File: config.mk
export PLATFORM = sky130hd
export DESIGN_NAME = icache_miss_handler
export DESIGN_NICKNAME = d
export VERILOG_FILES = /design/src/rtl/icache_miss_handler_pkg.sv /design/src/rtl/line_assembler.sv /design/src/rtl/icache_miss_handler.sv
export SDC_FILE = /design/constraint.sdc
export NUM_CORES = 2
export LEC_CHECK = 0
export CAP_MARGIN = 30
export CORE_AREA = 2 2 448 450
export CTS_CLUSTER_SIZE = 25
export DETAILED_ROUTE_END_ITERATION = 10
export DIE_AREA = 0 0 450 452
export PLACE_DENSITY = 0.33
export SKIP_LAST_GASP = 1
export SLEW_MARGIN = 20
export SYNTH_ARGS = -nofsm -noshare
export SYNTH_HDL_FRONTEND = slang
export SYNTH_SLANG_ARGS = --single-unit
export TNS_END_PERCENT = 5
File: constraint.sdc
create_clock -name clock_i -period 2.45 [get_ports clock_i]
set_clock_uncertainty 0.1 [all_clocks]
set_input_delay 0.49 -clock clock_i [delete_from_list [all_inputs] [get_ports clock_i]]
set_output_delay 0.49 -clock clock_i [all_outputs]
set_load 0.02 [all_outputs]
File: src/rtl/icache_miss_handler_pkg.sv
// Shared fetch-side definitions for the L1I miss handler.
//   - default parameter widths for address, line, PID/TID/major-ID, memory bus
//   - line-offset-bit constant and helper to derive it for other line sizes
//   - miss handler FSM state encoding
package icache_miss_handler_pkg;

   localparam int DEFAULT_ADDR_W     = 64;
   localparam int DEFAULT_LINE_W     = 512;
   localparam int DEFAULT_PID_W      = 32;
   localparam int DEFAULT_TID_W      = 64;
   localparam int DEFAULT_ICNT_W     = 64;
   localparam int DEFAULT_MEM_BUS_W  = 128;

   // Byte-offset bits inside a line (6 for a 64-byte line).
   localparam int LINE_OFFSET_BITS   = $clog2(DEFAULT_LINE_W / 8);

   typedef enum logic [1:0] {
      ST_IDLE   = 2'd0,
      ST_REQ    = 2'd1,
      ST_FILL   = 2'd2,
      ST_UPDATE = 2'd3
   } miss_state_t;

   function automatic int line_offset_bits(input int line_w);
      return $clog2(line_w / 8);
   endfunction

endpackage

File: src/rtl/line_assembler.sv
// Collects memory response beats into one cache line.
//   clk, rst      : clock, synchronous active-high reset
//   clear         : holds the beat counter at zero (asserted outside FILL)
//   beat_valid    : accepted response beat this cycle
//   beat_data     : beat payload
//   line          : assembled line, beat 0 in the least significant bits
//   last_beat     : counter is at the final beat index
module line_assembler
   import icache_miss_handler_pkg::*;
#(
   parameter int LINE_W = DEFAULT_LINE_W,
   parameter int BUS_W  = DEFAULT_MEM_BUS_W
) (
   input  logic              clk,
   input  logic              rst,
   input  logic              clear,
   input  logic              beat_valid,
   input  logic [BUS_W-1:0]  beat_data,
   output logic [LINE_W-1:0] line,
   output logic              last_beat
);

   localparam int BEATS = LINE_W / BUS_W;
   localparam int CNT_W = (BEATS > 1) ? $clog2(BEATS) : 1;
   localparam logic [CNT_W-1:0] LAST = CNT_W'(BEATS - 1);

   logic [CNT_W-1:0]  count;
   logic [LINE_W-1:0] line_q;

   // Saturates at the last index; the FSM leaves FILL on that beat.
   always_ff @(posedge clk) begin
      if (rst || clear) begin
         count <= '0;
      end else if (beat_valid && (count != LAST)) begin
         count <= count + 1'b1;
      end
   end

   // Shifting in from the top places beat i at bits [i*BUS_W +: BUS_W]
   // once all beats have arrived, without a variable part-select.
   generate
      if (BEATS > 1) begin : g_shift
         always_ff @(posedge clk) begin
            if (rst) begin
               line_q <= '0;
            end else if (beat_valid) begin
               line_q <= {beat_data, line_q[LINE_W-1:BUS_W]};
            end
         end
      end else begin : g_single
         always_ff @(posedge clk) begin
            if (rst) begin
               line_q <= '0;
            end else if (beat_valid) begin
               line_q <= beat_data;
            end
         end
      end
   endgenerate

   assign line      = line_q;
   assign last_beat = (count == LAST);

endmodule

File: src/rtl/icache_miss_handler.sv
// L1 instruction cache miss handler.
// Latches a fetch miss, issues one line-aligned read, assembles the response
// beats and hands the completed line back to fetch with the miss context.
//   clock_i, reset_i         : clock, synchronous active-high reset
//   cacheMiss_i + missed*_i  : miss pulse and context from fetch
//   memReq*                  : read request handshake, line-aligned address
//   memResp*                 : response beats, with bus error flag
//   cacheUpdate*_o, missedInstMajorId_o : one-cycle fill to fetch
//   busy_o                   : miss in flight
//   fetchError_o             : one-cycle pulse on a response bus error
module icache_miss_handler
   import icache_miss_handler_pkg::*;
#(
   parameter int addressWidth            = DEFAULT_ADDR_W,
   parameter int cacheLineWidth          = DEFAULT_LINE_W,
   parameter int PidSize                 = DEFAULT_PID_W,
   parameter int TidSize                 = DEFAULT_TID_W,
   parameter int instructionCounterWidth = DEFAULT_ICNT_W,
   parameter int memBusWidth             = DEFAULT_MEM_BUS_W
) (
   input  logic                               clock_i,
   input  logic                               reset_i,
   input  logic                               cacheMiss_i,
   input  logic [addressWidth-1:0]            missedAddress_i,
   input  logic [instructionCounterWidth-1:0] missedInstMajorId_i,
   input  logic [PidSize-1:0]                 missedPid_i,
   input  logic [TidSize-1:0]                 missedTid_i,
   output logic                               memReqValid_o,
   input  logic                               memReqReady_i,
   output logic [addressWidth-1:0]            memReqAddress_o,
   input  logic                               memRespValid_i,
   input  logic [memBusWidth-1:0]             memRespData_i,
   input  logic                               memRespErr_i,
   output logic                               cacheUpdate_o,
   output logic [addressWidth-1:0]            cacheUpdateAddress_o,
   output logic [PidSize-1:0]                 cacheUpdatePid_o,
   output logic [TidSize-1:0]                 cacheUpdateTid_o,
   output logic [instructionCounterWidth-1:0] missedInstMajorId_o,
   output logic [cacheLineWidth-1:0]          cacheUpdateLine_o,
   output logic                               busy_o,
   output logic                               fetchError_o
);

   localparam int OFF = line_offset_bits(cacheLineWidth);
   localparam logic [addressWidth-1:0] LINE_MASK =
      {{(addressWidth - OFF){1'b1}}, {OFF{1'b0}}};

   miss_state_t state, state_next;

   logic [addressWidth-1:0]            line_addr;
   logic [instructionCounterWidth-1:0] major_id;
   logic [PidSize-1:0]                 pid;
   logic [TidSize-1:0]                 tid;
   logic                               fetch_error;

   logic                      miss_accept;
   logic                      beat_ok;
   logic                      beat_err;
   logic                      asm_clear;
   logic                      asm_last;
   logic [cacheLineWidth-1:0] asm_line;

   logic mem_req_valid;
   logic cache_update;
   logic busy;

   assign miss_accept = (state == ST_IDLE) && cacheMiss_i;
   assign beat_ok     = (state == ST_FILL) && memRespValid_i && !memRespErr_i;
   assign beat_err    = (state == ST_FILL) && memRespValid_i && memRespErr_i;
   assign asm_clear   = (state != ST_FILL);

   line_assembler #(
      .LINE_W (cacheLineWidth),
      .BUS_W  (memBusWidth)
   ) u_line_assembler (
      .clk        (clock_i),
      .rst        (reset_i),
      .clear      (asm_clear),
      .beat_valid (beat_ok),
      .beat_data  (memRespData_i),
      .line       (asm_line),
      .last_beat  (asm_last)
   );

   always_ff @(posedge clock_i) begin
      if (reset_i) begin
         state <= ST_IDLE;
      end else begin
         state <= state_next;
      end
   end

   always_ff @(posedge clock_i) begin
      if (reset_i) begin
         line_addr <= '0;
         major_id  <= '0;
         pid       <= '0;
         tid       <= '0;
      end else if (miss_accept) begin
         line_addr <= missedAddress_i & LINE_MASK;
         major_id  <= missedInstMajorId_i;
         pid       <= missedPid_i;
         tid       <= missedTid_i;
      end
   end

   // Registered so the pulse lands in the first IDLE cycle after the error.
   always_ff @(posedge clock_i) begin
      if (reset_i) begin
         fetch_error <= 1'b0;
      end else begin
         fetch_error <= beat_err;
      end
   end

   always_comb begin
      state_next    = state;
      mem_req_valid = 1'b0;
      cache_update  = 1'b0;
      busy          = 1'b1;
      case (state)
         ST_IDLE: begin
            busy = 1'b0;
            if (cacheMiss_i) begin
               state_next = ST_REQ;
            end
         end
         ST_REQ: begin
            mem_req_valid = 1'b1;
            if (memReqReady_i) begin
               state_next = ST_FILL;
            end
         end
         ST_FILL: begin
            if (beat_err) begin
               state_next = ST_IDLE;
            end else if (beat_ok && asm_last) begin
               state_next = ST_UPDATE;
            end
         end
         ST_UPDATE: begin
            cache_update = 1'b1;
            state_next   = ST_IDLE;
         end
         default: begin
            busy       = 1'b0;
            state_next = ST_IDLE;
         end
      endcase
   end

   // Data outputs are gated so they read zero outside their valid cycles.
   assign memReqValid_o        = mem_req_valid;
   assign memReqAddress_o      = mem_req_valid ? line_addr : '0;
   assign cacheUpdate_o        = cache_update;
   assign cacheUpdateAddress_o = cache_update ? line_addr : '0;
   assign cacheUpdatePid_o     = cache_update ? pid : '0;
   assign cacheUpdateTid_o     = cache_update ? tid : '0;
   assign missedInstMajorId_o  = cache_update ? major_id : '0;
   assign cacheUpdateLine_o    = cache_update ? asm_line : '0;
   assign busy_o               = busy;
   assign fetchError_o         = fetch_error;

endmodule

==> flow_metrics.tcl <==
set metrics [dict create \
    grt_pass1_vias 32395 \
    antenna_found_initial 25 \
    gp_congestion 0.8355 \
    die_w_um 450 \
    highest_layer "met5" \
    worst_slew_pin_slew_ns 0.6041 \
    critical_path.startpoint "state[1]" \
    seq_area_um2 14720 \
    wirelength_um 180600 \
    post-route-cell-area_um2 51990 \
    peakVddDrop_mv 0.4457 \
    wl_met1_um 70760 \
    vias 32532 \
    dr_wl_met2_um 92760 \
    critical_path.endpoint_type "output port" \
    hold_viol 0 \
    min_period_over_period_pct 114.9 \
    fin_ws_ns -0.3661 \
    r2r-start "state[1]" \
    cts_buffer_depth 3 \
    power.density_nw_per_um2 586.8 \
    outcome "finished with violations" \
    hold_buffers 0 \
    worstPathArrival_ns 2.23 \
    critPathKind "register to output port" \
    drcViolationCount 0 \
    multi_input_area_um2 14450 \
    setup_viol 791 \
    vias_per_cell 4.080 \
    p_leak_uw 0.02902 \
    grt_remaining_overflow 0 \
    core_um2 198600 \
    numCtsBuffers 101 \
    critical_path.startpoint_type "register" \
    num_rows 164 \
    timing.fmax_mhz 355.1 \
    min_path_type "primary input to register" \
    area_delta_synth_final_pct 68.72 \
    root_buffer "clkbuf_16" \
    yosysSeqAreaShare_pct 47.75 \
    rr_worst_depth 8 \
    grt_first_pass_wirelength_um 247000 \
    post_synth_num_cell_types 27 \
    cts_tree "yes" \
    clk_pin_slew_ns 0.06 \
    fill_cells 21910 \
    placed_cells 7747 \
    drt_iter0_drc 1599 \
    layout.cells.non_filler 7973 \
    io_pins 1162 \
    rsz0062_at_grt "true" \
    ys_warn_count 0 \
    required_ns 1.86 \
    period_minus_slack_ns 2.816 \
    slew_viol_final 0 \
    r2r_slack_ns 0.22 \
    htree_levels 3 \
    drive_above_1_share_pct 14.39 \
    met3WireLength_um 11010 \
    maxCapViolations 0 \
    regToRegEndpoint "u_line_assembler.line[357]" \
    yosys_register_bits 735 \
    hold_depth 2 \
    maxSlewHeadroom_pct 59.73 \
    path_max_fanout 34 \
    violations "setup timing" \
    min_to "u_line_assembler.line[6]" \
    syn_area_per_cell_um2 7.395 \
    wl_per_cell_um 22.65 \
    io_buffers 1143 \
    grt_max_degree 88 \
    insertion_delay_ns 0.73 \
    initial_core_util_pct 15.51 \
    syn_inst 4167 \
    hold_start "reset_i" \
    drtAntennaViolNets 0 \
    drtPass1Iterations 5 \
    tns_ns -166.78 \
    die_y_um 452 \
    netlist_area_um2 30820 \
    nets 5592 \
    die-area_um2 203400 \
    dpl.hpwl_um 130000 \
    clkSinkCount 735 \
    dpl_cell_area_um2 46850 \
    track_usage_pct 16.59 \
]
kinds of logic (layout without fill, tap and decap cells):
kind of cell | after synthesis | after routing | share of synthesized area, %
other cells | 1 | 20 | 0.01217
fa+ha+maj | 1 | 1 | 0.04060
simple gates | 2264 | 2264 | 34.12
compound gates | 738 | 738 | 12.00
mux | 1 | 1 | 0.03248
flops | 735 | 735 | 47.75
buf+inv | 427 | 1558 | 6.042
metal layers:
layer | global-route usage, % | vias up
li1 | - | 15910
met1 | 18.46 | 15534
met2 | 30.04 | 842
met3 | 4.606 | 226
met4 | 5.888 | 20
met5 | 0 | -
registers in the layout, indices dropped and copies added (netlist names):
signal and count:
fetchError_o 1, line_addr 58, major_id 64, pid 32
state 2, tid 64, u_line_assembler.count 2, u_line_assembler.line 512
through the flow:
step           utilization (%)  setup WS [ns]  total power (uW)  hold slack, ns
2_1_floorplan                -         0.4812             13880          0.3319
3_3_place_gp             23.59       -0.07202             15630          0.3383
3_5_place_dp             23.59       -0.07671             15630          0.3420
4_1_cts                  25.45        -0.8508             30980         0.07417
5_1_grt                  26.17        -0.4681             31860          0.1251
6_report                 26.18        -0.3661             30510          0.1240
power breakdown:
group	switching [uW]	total, uW	internal [uW]
Clock	6070	14800	8710
Combinational	1850	3310	1460
Sequential	194	12400	12200
Total	8110	30500	22400
synth_stat cells, drive strengths merged:
library cell  number  share of area [%]
or3b               1              0.028
nor4bb             1              0.032
nand4bb            1              0.037
nand3              1              0.016
and2              59                1.2
clkbuf           306                3.7
buf              120                2.3
a211oi             1              0.024
dfxtp            735                 48
o211ai             1              0.024
nor3               1              0.016
ha                 1              0.041
conb               1              0.012
nor3b              2              0.049
and2b              1              0.024
a21oi            735                 12
and3             731                 15
inv                1              0.012
or3                2              0.041
nor2               2              0.024
o21ai              1              0.016
mux2i              1              0.032
nand2           1461                 18
or2                1              0.020
cell usage in the layout, fill, tap and decap left out, types with 8 or more instances in the layout:
master / count
clkdlybuf4s15_2: 30
diode_2: 8
conb_1: 12
buf_16: 19
buf_12: 162
buf_2: 9
buf_4: 235
clkbuf_8: 33
clkbuf_16: 114
clkbuf_2: 67
nand2_1: 1461
clkinv_2: 11
dlymetal6s2s_1: 452
and3_4: 22
clkbuf_1: 23
and2_1: 52
a21oi_1: 735
clkdlybuf4s50_1: 351
and3_1: 708
buf_6: 23
dfxtp_1: 733
cell type report:
type | count | share of cell area, %
Timing Repair Buffer | 1378 | 31.16
Sequential cell | 735 | 28.31
Multi-Input combinational cell | 3016 | 27.80
Tap cell | 2656 | 6.392
Clock buffer | 158 | 5.949
Clock inverter | 21 | 0.3441
Antenna cell | 8 | 0.03850
Inverter | 1 | 0.007220
timing repair:
action / in CTS / in global routing
setup buffers: 13 / 8
endpoints found under the setup margin: 791 / 1298
cloned: 7 / 13
resized for setup: 135 / 769
critical path: stages (launching register included):
cell	delay (ns)
dfxtp_4	0.45
buf_16	0.21
buf_16	0.21
and3_1	0.24
clkdlybuf4s15_1	0.32
worst max path at each step:
stage                        endpoint  slack (ns)  cells after the start
4_1_cts        cacheUpdateLine_o[356]       -0.85                      4
2_1_floorplan     memReqAddress_o[44]        0.48                      5
3_5_place_dp    cacheUpdateLine_o[93]       -0.08                      4
3_3_place_gp    cacheUpdateLine_o[93]       -0.07                      4
5_1_grt        cacheUpdateLine_o[102]       -0.47                      4
6_report       cacheUpdateLine_o[112]       -0.37                      4
Note: power is estimated with default switching activity, not from simulation.
